==> config.mk <==
export PLATFORM = sky130hd
export DESIGN_NAME = knapsack_search_ctrl
export DESIGN_NICKNAME = d
export VERILOG_FILES = /design/src/rtl/knapsack_search_ctrl.sv
export SDC_FILE = /design/constraint.sdc
export NUM_CORES = 2
export LEC_CHECK = 0
export CAP_MARGIN = 20
export CORE_ASPECT_RATIO = 1.75
export CORE_MARGIN = 5
export CORE_UTILIZATION = 69
export DETAILED_ROUTE_END_ITERATION = 6
export PLACE_DENSITY_LB_ADDON = 0.1
export SLEW_MARGIN = 25
export SYNTH_ARGS = -nofsm -noshare
export SYNTH_HDL_FRONTEND = slang
export SYNTH_SLANG_ARGS = --single-unit
==> constraint.sdc <==
create_clock -name clk -period 17.5 [get_ports clk]
set_input_delay 3.5 -clock clk [delete_from_list [all_inputs] [get_ports clk]]
set_output_delay 3.5 -clock clk [all_outputs]
set_load 0.005 [all_outputs]
==> src/rtl/knapsack_search_ctrl.sv <==
// knapsack_search_ctrl: exhaustive subset search over a programmable
// item/limit table. One subset is issued per cycle into a two-stage
// evaluate/compare pipeline; best feasible subset and feasible count reported.
module knapsack_search_ctrl #(
  parameter int N_ITEMS = 5,
  parameter int W       = 32,
  parameter int IDX_W   = 3
) (
  input  logic                 clk,
  input  logic                 rst_n,
  input  logic                 cfg_we,
  input  logic [1:0]           cfg_field,
  input  logic [IDX_W-1:0]     cfg_item,
  input  logic [W-1:0]         cfg_data,
  input  logic                 start,
  output logic                 busy,
  output logic                 done,
  output logic                 found,
  output logic [N_ITEMS-1:0]   best_mask,
  output logic [W+N_ITEMS-1:0] best_value,
  output logic [N_ITEMS:0]     valid_count
);

  localparam int SW = W + N_ITEMS;

  localparam logic [1:0] ST_IDLE  = 2'd0;
  localparam logic [1:0] ST_SCAN  = 2'd1;
  localparam logic [1:0] ST_DRAIN = 2'd2;

  // Item table and limits
  logic [W-1:0] val_q [N_ITEMS];
  logic [W-1:0] val_d [N_ITEMS];
  logic [W-1:0] wgt_q [N_ITEMS];
  logic [W-1:0] wgt_d [N_ITEMS];
  logic [W-1:0] vol_q [N_ITEMS];
  logic [W-1:0] vol_d [N_ITEMS];
  logic [W-1:0] min_value_q, min_value_d;
  logic [W-1:0] max_weight_q, max_weight_d;
  logic [W-1:0] max_volume_q, max_volume_d;

  // Control
  logic [1:0]         state_q, state_d;
  logic [N_ITEMS-1:0] cnt_q, cnt_d;
  logic               drain_q, drain_d;
  logic               busy_q, busy_d;
  logic               done_q, done_d;

  // Stage 1 registers
  logic               s1_valid_q, s1_valid_d;
  logic [N_ITEMS-1:0] s1_mask_q, s1_mask_d;
  logic [SW-1:0]      s1_val_q, s1_val_d;
  logic [SW-1:0]      s1_wgt_q, s1_wgt_d;
  logic [SW-1:0]      s1_vol_q, s1_vol_d;

  // Results (stage 2)
  logic               found_q, found_d;
  logic [N_ITEMS-1:0] best_mask_q, best_mask_d;
  logic [SW-1:0]      best_value_q, best_value_d;
  logic [N_ITEMS:0]   valid_count_q, valid_count_d;
  logic               feasible;

  // Config writes, accepted only while idle
  always_comb begin
    val_d        = val_q;
    wgt_d        = wgt_q;
    vol_d        = vol_q;
    min_value_d  = min_value_q;
    max_weight_d = max_weight_q;
    max_volume_d = max_volume_q;
    if (cfg_we && !busy_q) begin
      if (cfg_field == 2'd3) begin
        if (cfg_item == IDX_W'(0)) min_value_d  = cfg_data;
        if (cfg_item == IDX_W'(1)) max_weight_d = cfg_data;
        if (cfg_item == IDX_W'(2)) max_volume_d = cfg_data;
      end else begin
        for (int unsigned i = 0; i < N_ITEMS; i++) begin
          if (cfg_item == IDX_W'(i)) begin
            if (cfg_field == 2'd0) val_d[i] = cfg_data;
            if (cfg_field == 2'd1) wgt_d[i] = cfg_data;
            if (cfg_field == 2'd2) vol_d[i] = cfg_data;
          end
        end
      end
    end
  end

  // Stage 1: sum the attributes of the subset selected by the mask counter
  always_comb begin
    s1_valid_d = (state_q == ST_SCAN);
    s1_mask_d  = cnt_q;
    s1_val_d   = '0;
    s1_wgt_d   = '0;
    s1_vol_d   = '0;
    for (int unsigned i = 0; i < N_ITEMS; i++) begin
      if (cnt_q[i]) begin
        s1_val_d = s1_val_d + SW'(val_q[i]);
        s1_wgt_d = s1_wgt_d + SW'(wgt_q[i]);
        s1_vol_d = s1_vol_d + SW'(vol_q[i]);
      end
    end
  end

  assign feasible = (s1_val_q >= SW'(min_value_q)) &&
                    (s1_wgt_q <= SW'(max_weight_q)) &&
                    (s1_vol_q <= SW'(max_volume_q));

  // Sequencing FSM plus stage 2 compare/update; start clears results and
  // no stage-1 entry is valid in IDLE, so the two never collide
  always_comb begin
    state_d       = state_q;
    cnt_d         = cnt_q;
    drain_d       = drain_q;
    busy_d        = busy_q;
    done_d        = 1'b0;
    found_d       = found_q;
    best_mask_d   = best_mask_q;
    best_value_d  = best_value_q;
    valid_count_d = valid_count_q;
    case (state_q)
      ST_IDLE: begin
        if (start) begin
          state_d       = ST_SCAN;
          busy_d        = 1'b1;
          cnt_d         = '0;
          found_d       = 1'b0;
          best_mask_d   = '0;
          best_value_d  = '0;
          valid_count_d = '0;
        end
      end
      ST_SCAN: begin
        cnt_d = cnt_q + 1'b1;
        if (cnt_q == '1) begin
          state_d = ST_DRAIN;
          drain_d = 1'b0;
        end
      end
      ST_DRAIN: begin
        if (!drain_q) begin
          drain_d = 1'b1;
        end else begin
          state_d = ST_IDLE;
          busy_d  = 1'b0;
          done_d  = 1'b1;
        end
      end
      default: state_d = ST_IDLE;
    endcase
    if (s1_valid_q && feasible) begin
      valid_count_d = valid_count_q + 1'b1;
      if (!found_q || (s1_val_q > best_value_q)) begin
        found_d      = 1'b1;
        best_mask_d  = s1_mask_q;
        best_value_d = s1_val_q;
      end
    end
  end

  // State registers with synchronous active-low reset
  always_ff @(posedge clk) begin
    if (!rst_n) begin
      for (int unsigned i = 0; i < N_ITEMS; i++) begin
        val_q[i] <= '0;
        wgt_q[i] <= '0;
        vol_q[i] <= '0;
      end
      min_value_q   <= '0;
      max_weight_q  <= '0;
      max_volume_q  <= '0;
      state_q       <= ST_IDLE;
      cnt_q         <= '0;
      drain_q       <= 1'b0;
      busy_q        <= 1'b0;
      done_q        <= 1'b0;
      s1_valid_q    <= 1'b0;
      s1_mask_q     <= '0;
      s1_val_q      <= '0;
      s1_wgt_q      <= '0;
      s1_vol_q      <= '0;
      found_q       <= 1'b0;
      best_mask_q   <= '0;
      best_value_q  <= '0;
      valid_count_q <= '0;
    end else begin
      val_q         <= val_d;
      wgt_q         <= wgt_d;
      vol_q         <= vol_d;
      min_value_q   <= min_value_d;
      max_weight_q  <= max_weight_d;
      max_volume_q  <= max_volume_d;
      state_q       <= state_d;
      cnt_q         <= cnt_d;
      drain_q       <= drain_d;
      busy_q        <= busy_d;
      done_q        <= done_d;
      s1_valid_q    <= s1_valid_d;
      s1_mask_q     <= s1_mask_d;
      s1_val_q      <= s1_val_d;
      s1_wgt_q      <= s1_wgt_d;
      s1_vol_q      <= s1_vol_d;
      found_q       <= found_d;
      best_mask_q   <= best_mask_d;
      best_value_q  <= best_value_d;
      valid_count_q <= valid_count_d;
    end
  end

  assign busy        = busy_q;
  assign done        = done_q;
  assign found       = found_q;
  assign best_mask   = best_mask_q;
  assign best_value  = best_value_q;
  assign valid_count = valid_count_q;

endmodule
Word level (Yosys, flattened, before mapping)

Cells that the tools add are included.

Bits in registers: 752
Input port bits: 41
Output and inout bits: 51

Equality and inequality tests: 13
Muxes and demuxes: 42
Add/subtract/negate cells: 14
Bitwise logic cells: 1
Reductions and logical operators: 39
Magnitude comparators: 4

Operators by type and width:

| cell                | number |
|---|---|
| $mux 37             | 16 |
| $add 37x32->37      | 12 |
| $mux 32             | 3 |
| $le 37x32->1        | 2 |
| $reduce_and 4->1    | 15 |
| $ge 37x32->1        | 1 |
| $gt 37x37->1        | 1 |
| $mux 5              | 5 |
| $mux 6              | 3 |
| $reduce_and 3->1    | 5 |
| $pmux 5 s2          | 1 |
| $reduce_bool 2->1   | 5 |
| $mux 1              | 8 |
| $reduce_and 2->1    | 4 |
| $add 6x1->6 const B | 1 |
| $eq 2x2->1 const B  | 3 |
| $eq 3x2->1 const B  | 2 |
| $mux 2              | 3 |
| $pmux 2 s3          | 1 |
| $add 5x1->5 const B | 1 |
| $eq 5x5->1 const B  | 1 |
| $eq 2x1->1 const B  | 2 |
| $logic_and 1x1->1   | 4 |
| $logic_not 2->1     | 2 |
| other kinds (9)     | 12 |

Logic depth before layout (Yosys ltp)

Depth in word-level cells: 9
Gate-level depth with buffers: 51

Worst setup path before layout

OpenSTA, ideal clock, no wires.

Path type: reg-to-reg
Start point: register cnt_q[0]
End point: register s1_vol_q[33]
Clock period less this slack: 9.318 ns
Required time: 17.377 ns
Cell stages (with the launch flop): 46
Arrival time: 9.195 ns
Path slack: 8.182 ns
Buffers on the path: 7
Path through: dfxtp_1 -> buf_4 -> buf_4 -> clkbuf_1 -> clkbuf_1 -> clkbuf_1 -> clkbuf_1 -> clkbuf_1 -> and2_1 -> ha_1 -> nand3_1 -> o221ai_1 -> a211oi_2 -> o21ai_0 -> nand2_1 -> xnor2_1 -> mux2_2 -> ha_1 -> (+10 left out) -> ha_1 -> a21oi_1 -> o31ai_1 -> a21o_1 -> a2111oi_0 -> a21boi_0 -> o21ai_0 -> xor2_1 -> mux2_2 -> ha_1 -> a2111oi_0 -> a22oi_1 -> a211o_1 -> nand4_1 -> nand3b_1 -> a21oi_1 -> nor3_1 -> mux2_1

Cells in the longest elaborated chain, start to end: 9

RTL lines:

| element                | RTL line | text |
|---|---|---|
| start, declared        | 43       | `logic [N_ITEMS-1:0] cnt_q, cnt_d;` |
| start signal, assigned | 192      | `cnt_q <= cnt_d;` |
| $mux 32 (*)            | 95       | `if (cnt_q[i]) begin` |
| $add 37x32->37         | 98       | `s1_vol_d = s1_vol_d + SW'(vol_q[i]);` |
| $mux 37 (*)            | 95       |  |
| $add 37x32->37         | 98       |  |
| $mux 37 (*)            | 95       |  |
| $add 37x32->37         | 98       |  |
| $mux 37 (*)            | 95       |  |
| $add 37x32->37         | 98       |  |
| $mux 37 (*)            | 95       |  |
| end signal, assigned   | 200      | `s1_vol_q <= s1_vol_d;` |
| end, declared          | 53       | `logic [SW-1:0] s1_vol_q, s1_vol_d;` |

Mark *: on every way between the ends. The rest lies on a longest branch, timed or not.
A chain may end at the register's enable or synchronous reset.

Worst setup path after layout

Ends and elaborated chain as after synthesis.

==> key figures <==
Status
  – Run status: complete, no violations

GRT
  – Largest net degree at the start of global routing: 167
  – Initial antenna violation count: 12
  – Number of global-route vias before repair: 51700
  – Global route total overflow: 0
  – First-pass GRT wire length: 259 mm
  – Gr usage total: 0.393

Placement
  – DP Wirelength: 124 mm
  – GPL Wtd Cong: 1.02
  – # port buffers: 91

Logic synthesis
  – Share of Yosys cell area claimed by the top area cell type: 0.285
  – Mux cell area share after synthesis: 0.0373
  – Most used DFF post-synth: dfxtp_1
  – Seq/Total Area, Yosys: 0.285
  – Asr flop ratio synth: 0
  – Yosys reg bits: 749
  – Number of distinct library cells after synthesis: 95
  – Adder-cell share of the synthesized area: 0.131
  – Most numerous cell in the Yosys netlist: nand2_1
  – Main combinational cell family by area after synthesis: compound AO/OA/AOI/OAI gates
  – Post-synthesis simple-gate area fraction: 0.204
  – Mapped Cells: 7027
  – Post-synth top cells: 1581 x nand2_1, 1010 x a21oi_1, 749 x dfxtp_1, 525 x ha_1, 353 x nor2_1
  – Synth Area per Inst: 7.48 um2
  – Complex-gate fraction of the synthesized area: 0.239
  – Synth area leaders: dfxtp_1 29%, ha_1 13%, nand2_1 11%, a21oi_1 9.6%, xnor2_1 3.4%
  – Ys Warns: 0
  – XOR/XNOR share of the synthesized area: 0.0556
  – Synth Cell Area: 52500 um2
  – Cell taking the most area after synthesis: dfxtp_1
  – Post-synth EDFFs: 0

STA
  – RSZ-0062 raised after global routing: false
  – Final setup fails: 0
  – Fin crit period: 10.62 ns
  – Final Hold Vio Count: 0
  – Setup TNS: 0 ns
  – Worst slew pin tran: 1.12 ns
  – Skew final: 0.0348 ns
  – Slew Limit Headroom: 0.247
  – Fin. max-slew vios: 0
  – Fmax: 94.2 MHz
  – Final Cycle Share: 0.607

Cells and area
  – Nets: 7458
  – Area grow syn2layout: 7.84%
  – Share of layout cells above drive strength 1: 0.0528

Die
  – Num ports: 92
  – Die height: 375 um
  – Core footprint: 76000 um2
  – Width of the die: 219 um
  – Initial Util: 0.692
  – Die ar.: 82000 um2
  – # rows: 134

Clock tree
  – Clock Tree Root: clkbuf_16
  – Longest Clk Path Bufs: 3
  – Sink Count: 749
  – # resized after CTS: 0
  – Post-CTS setup buffers: 0
  – Later-pin clock latency in the skew report: 0.67 ns
  – CTS buffer count: 73
  – Hold_buf cts: 0
  – Clock slew at reported path FFs: 0.07 ns
  – CTS tree: done
  – Total number of H-tree levels: 3

Setup path
  – Critical Path AT: 11.16 ns
  – Crit path max-delay family: compound AO/OA/AOI/OAI gates
  – Critical-path cell with the highest stage delay: o311ai_0
  – Crit path from: cnt_q[0]
  – Worst Path Max Fanout: 43
  – Crit end category: flop
  – WP buf/inv: 1
  – Req. time, crit path: 18.04 ns
  – Most frequent CP cell: ha_1
  – Flop-to-flop setup slack: 6.88 ns
  – FF-to-FF Start: cnt_q[0]
  – CP max stage delay: 0.56 ns
  – CP Launch Type: flop
  – WS Path Type: flop to flop

Power
  – Pwr Total: 0.00372 W
  – PwrDens: 65.6 nW/um2
  – Leakage: 24.2 nW
  – Max VDD drop: 0.0000949 V

Detailed routing
  – DR DRC count: 0
  – DRT antenna net count: 0
  – WL/cell: 21.0 um
  – Final wirelength: 168 mm
  – DR iter-0 viols: 3023
  – Vias per cell: 6.40
  – Via count: 51000
  – TritonRoute pass-1 iters: 7

Run
  – Max cap viols: 0

Min path
  – Hold_sp: s1_mask_q[3]
  – Hold Crit Class: flop to flop
## per-layer routing
layer  part of all wire  global-route usage  up-vias
li1                   -                   -    24100
met1               0.32               0.345    23900
met2               0.52               0.736     2003
met3              0.056              0.0659      970
met4               0.11               0.371        2
met5           0.000084                   0        -
## flip-flops by register name (all words and copies together) (netlist names)
signal,cells
s1_mask_q,5
found,1
valid_count,6
s1_val_q,36
state_q,2
min_value_q,32
vol_q,160
busy,1
s1_wgt_q,36
s1_valid_q,1
s1_vol_q,36
drain_q,1
val_q,160
max_volume_q,32
cnt_q,5
done,1
best_mask,5
max_weight_q,32
best_value,37
wgt_q,160
## cell usage in the layout (no fill, tap or decap), types with 23 or more instances in the layout
master | synthesis | final
dfxtp_1 | 749 | 744
mux2i_1 | 79 | 79
clkdlybuf4s50_1 | 0 | 88
and3_1 | 40 | 40
o21a_1 | 87 | 87
nand3_1 | 97 | 97
mux2_2 | 102 | 102
o21bai_1 | 59 | 59
nor3_1 | 49 | 48
o21ai_0 | 256 | 256
inv_1 | 288 | 285
buf_4 | 2 | 58
a22o_1 | 24 | 24
or3_1 | 29 | 29
xnor2_1 | 206 | 206
o31ai_1 | 23 | 23
nand2_1 | 1581 | 1581
a21oi_1 | 1010 | 1009
clkbuf_16 | 0 | 76
ha_1 | 525 | 525
a31oi_1 | 35 | 35
and2_1 | 106 | 106
a211oi_1 | 72 | 72
nor2b_1 | 53 | 52
xor2_1 | 125 | 125
nand4_1 | 66 | 66
o211ai_1 | 29 | 29
nand2b_1 | 54 | 54
a21o_1 | 239 | 239
nor2_1 | 353 | 333
## metrics by stage
stage | utilization | hold WS (ns) | instances | cell area [um2] | setup slack, ns
finish | 0.746 | 0.446 | 7966 | 56600 | 6.88
global route | 0.746 | 0.465 | 7962 | 56600 | 6.06
CTS | 0.746 | 0.447 | 7957 | 56600 | 6.96
detailed placement | 0.710 | 0.438 | 7825 | 53900 | 6.99
global placement | 0.710 | 0.430 | 7825 | 53900 | 7.19
floorplan | - | 0.423 | 7029 | 52500 | 8.18
## logic make-up after synthesis
logic type | Yosys count
and+or+nand+nor | 2499
DFF | 749
buffers and inverters | 662
xor gates and xnor gates | 332
adders and majority gates | 542
AOI/OAI and AO/OA | 2059
other | 1
muxes | 183
## worst paths after layout
kind / depth (start not counted) / end
worst max-delay path: 37 / s1_vol_q[33]
worst min-delay path: 2 / best_mask[3]
worst max register to register: 37 / s1_vol_q[33]
worst min register to register: 2 / best_mask[3]
## worst min-delay path, delay by kind of cell, from the launching register on
family           cells  cell delay, ns
muxes                1            0.05
and+or+nand+nor      1            0.05
DFF                  1            0.30
## power breakdown
group | switching [W] | internal, W | total (W)
registers | 0.00000979 | 0.00171 | 0.00172
clock network | 0.000734 | 0.00108 | 0.00181
logic | 0.000137 | 0.0000452 | 0.000182
total | 0.000881 | 0.00284 | 0.00372
## area by class of cell
type                       instances  area [um2]
multi-input combinational       5618       35200
fill                            5928       19300
sequential                       749       15000
clock buffer                      95        2080
timing repair buffer             149        1350
tap                             1020        1280
inverter                         289        1090
clock inverter                    37         621
antenna                            9        22.5
Note: power is estimated with default switching activity, not from simulation.
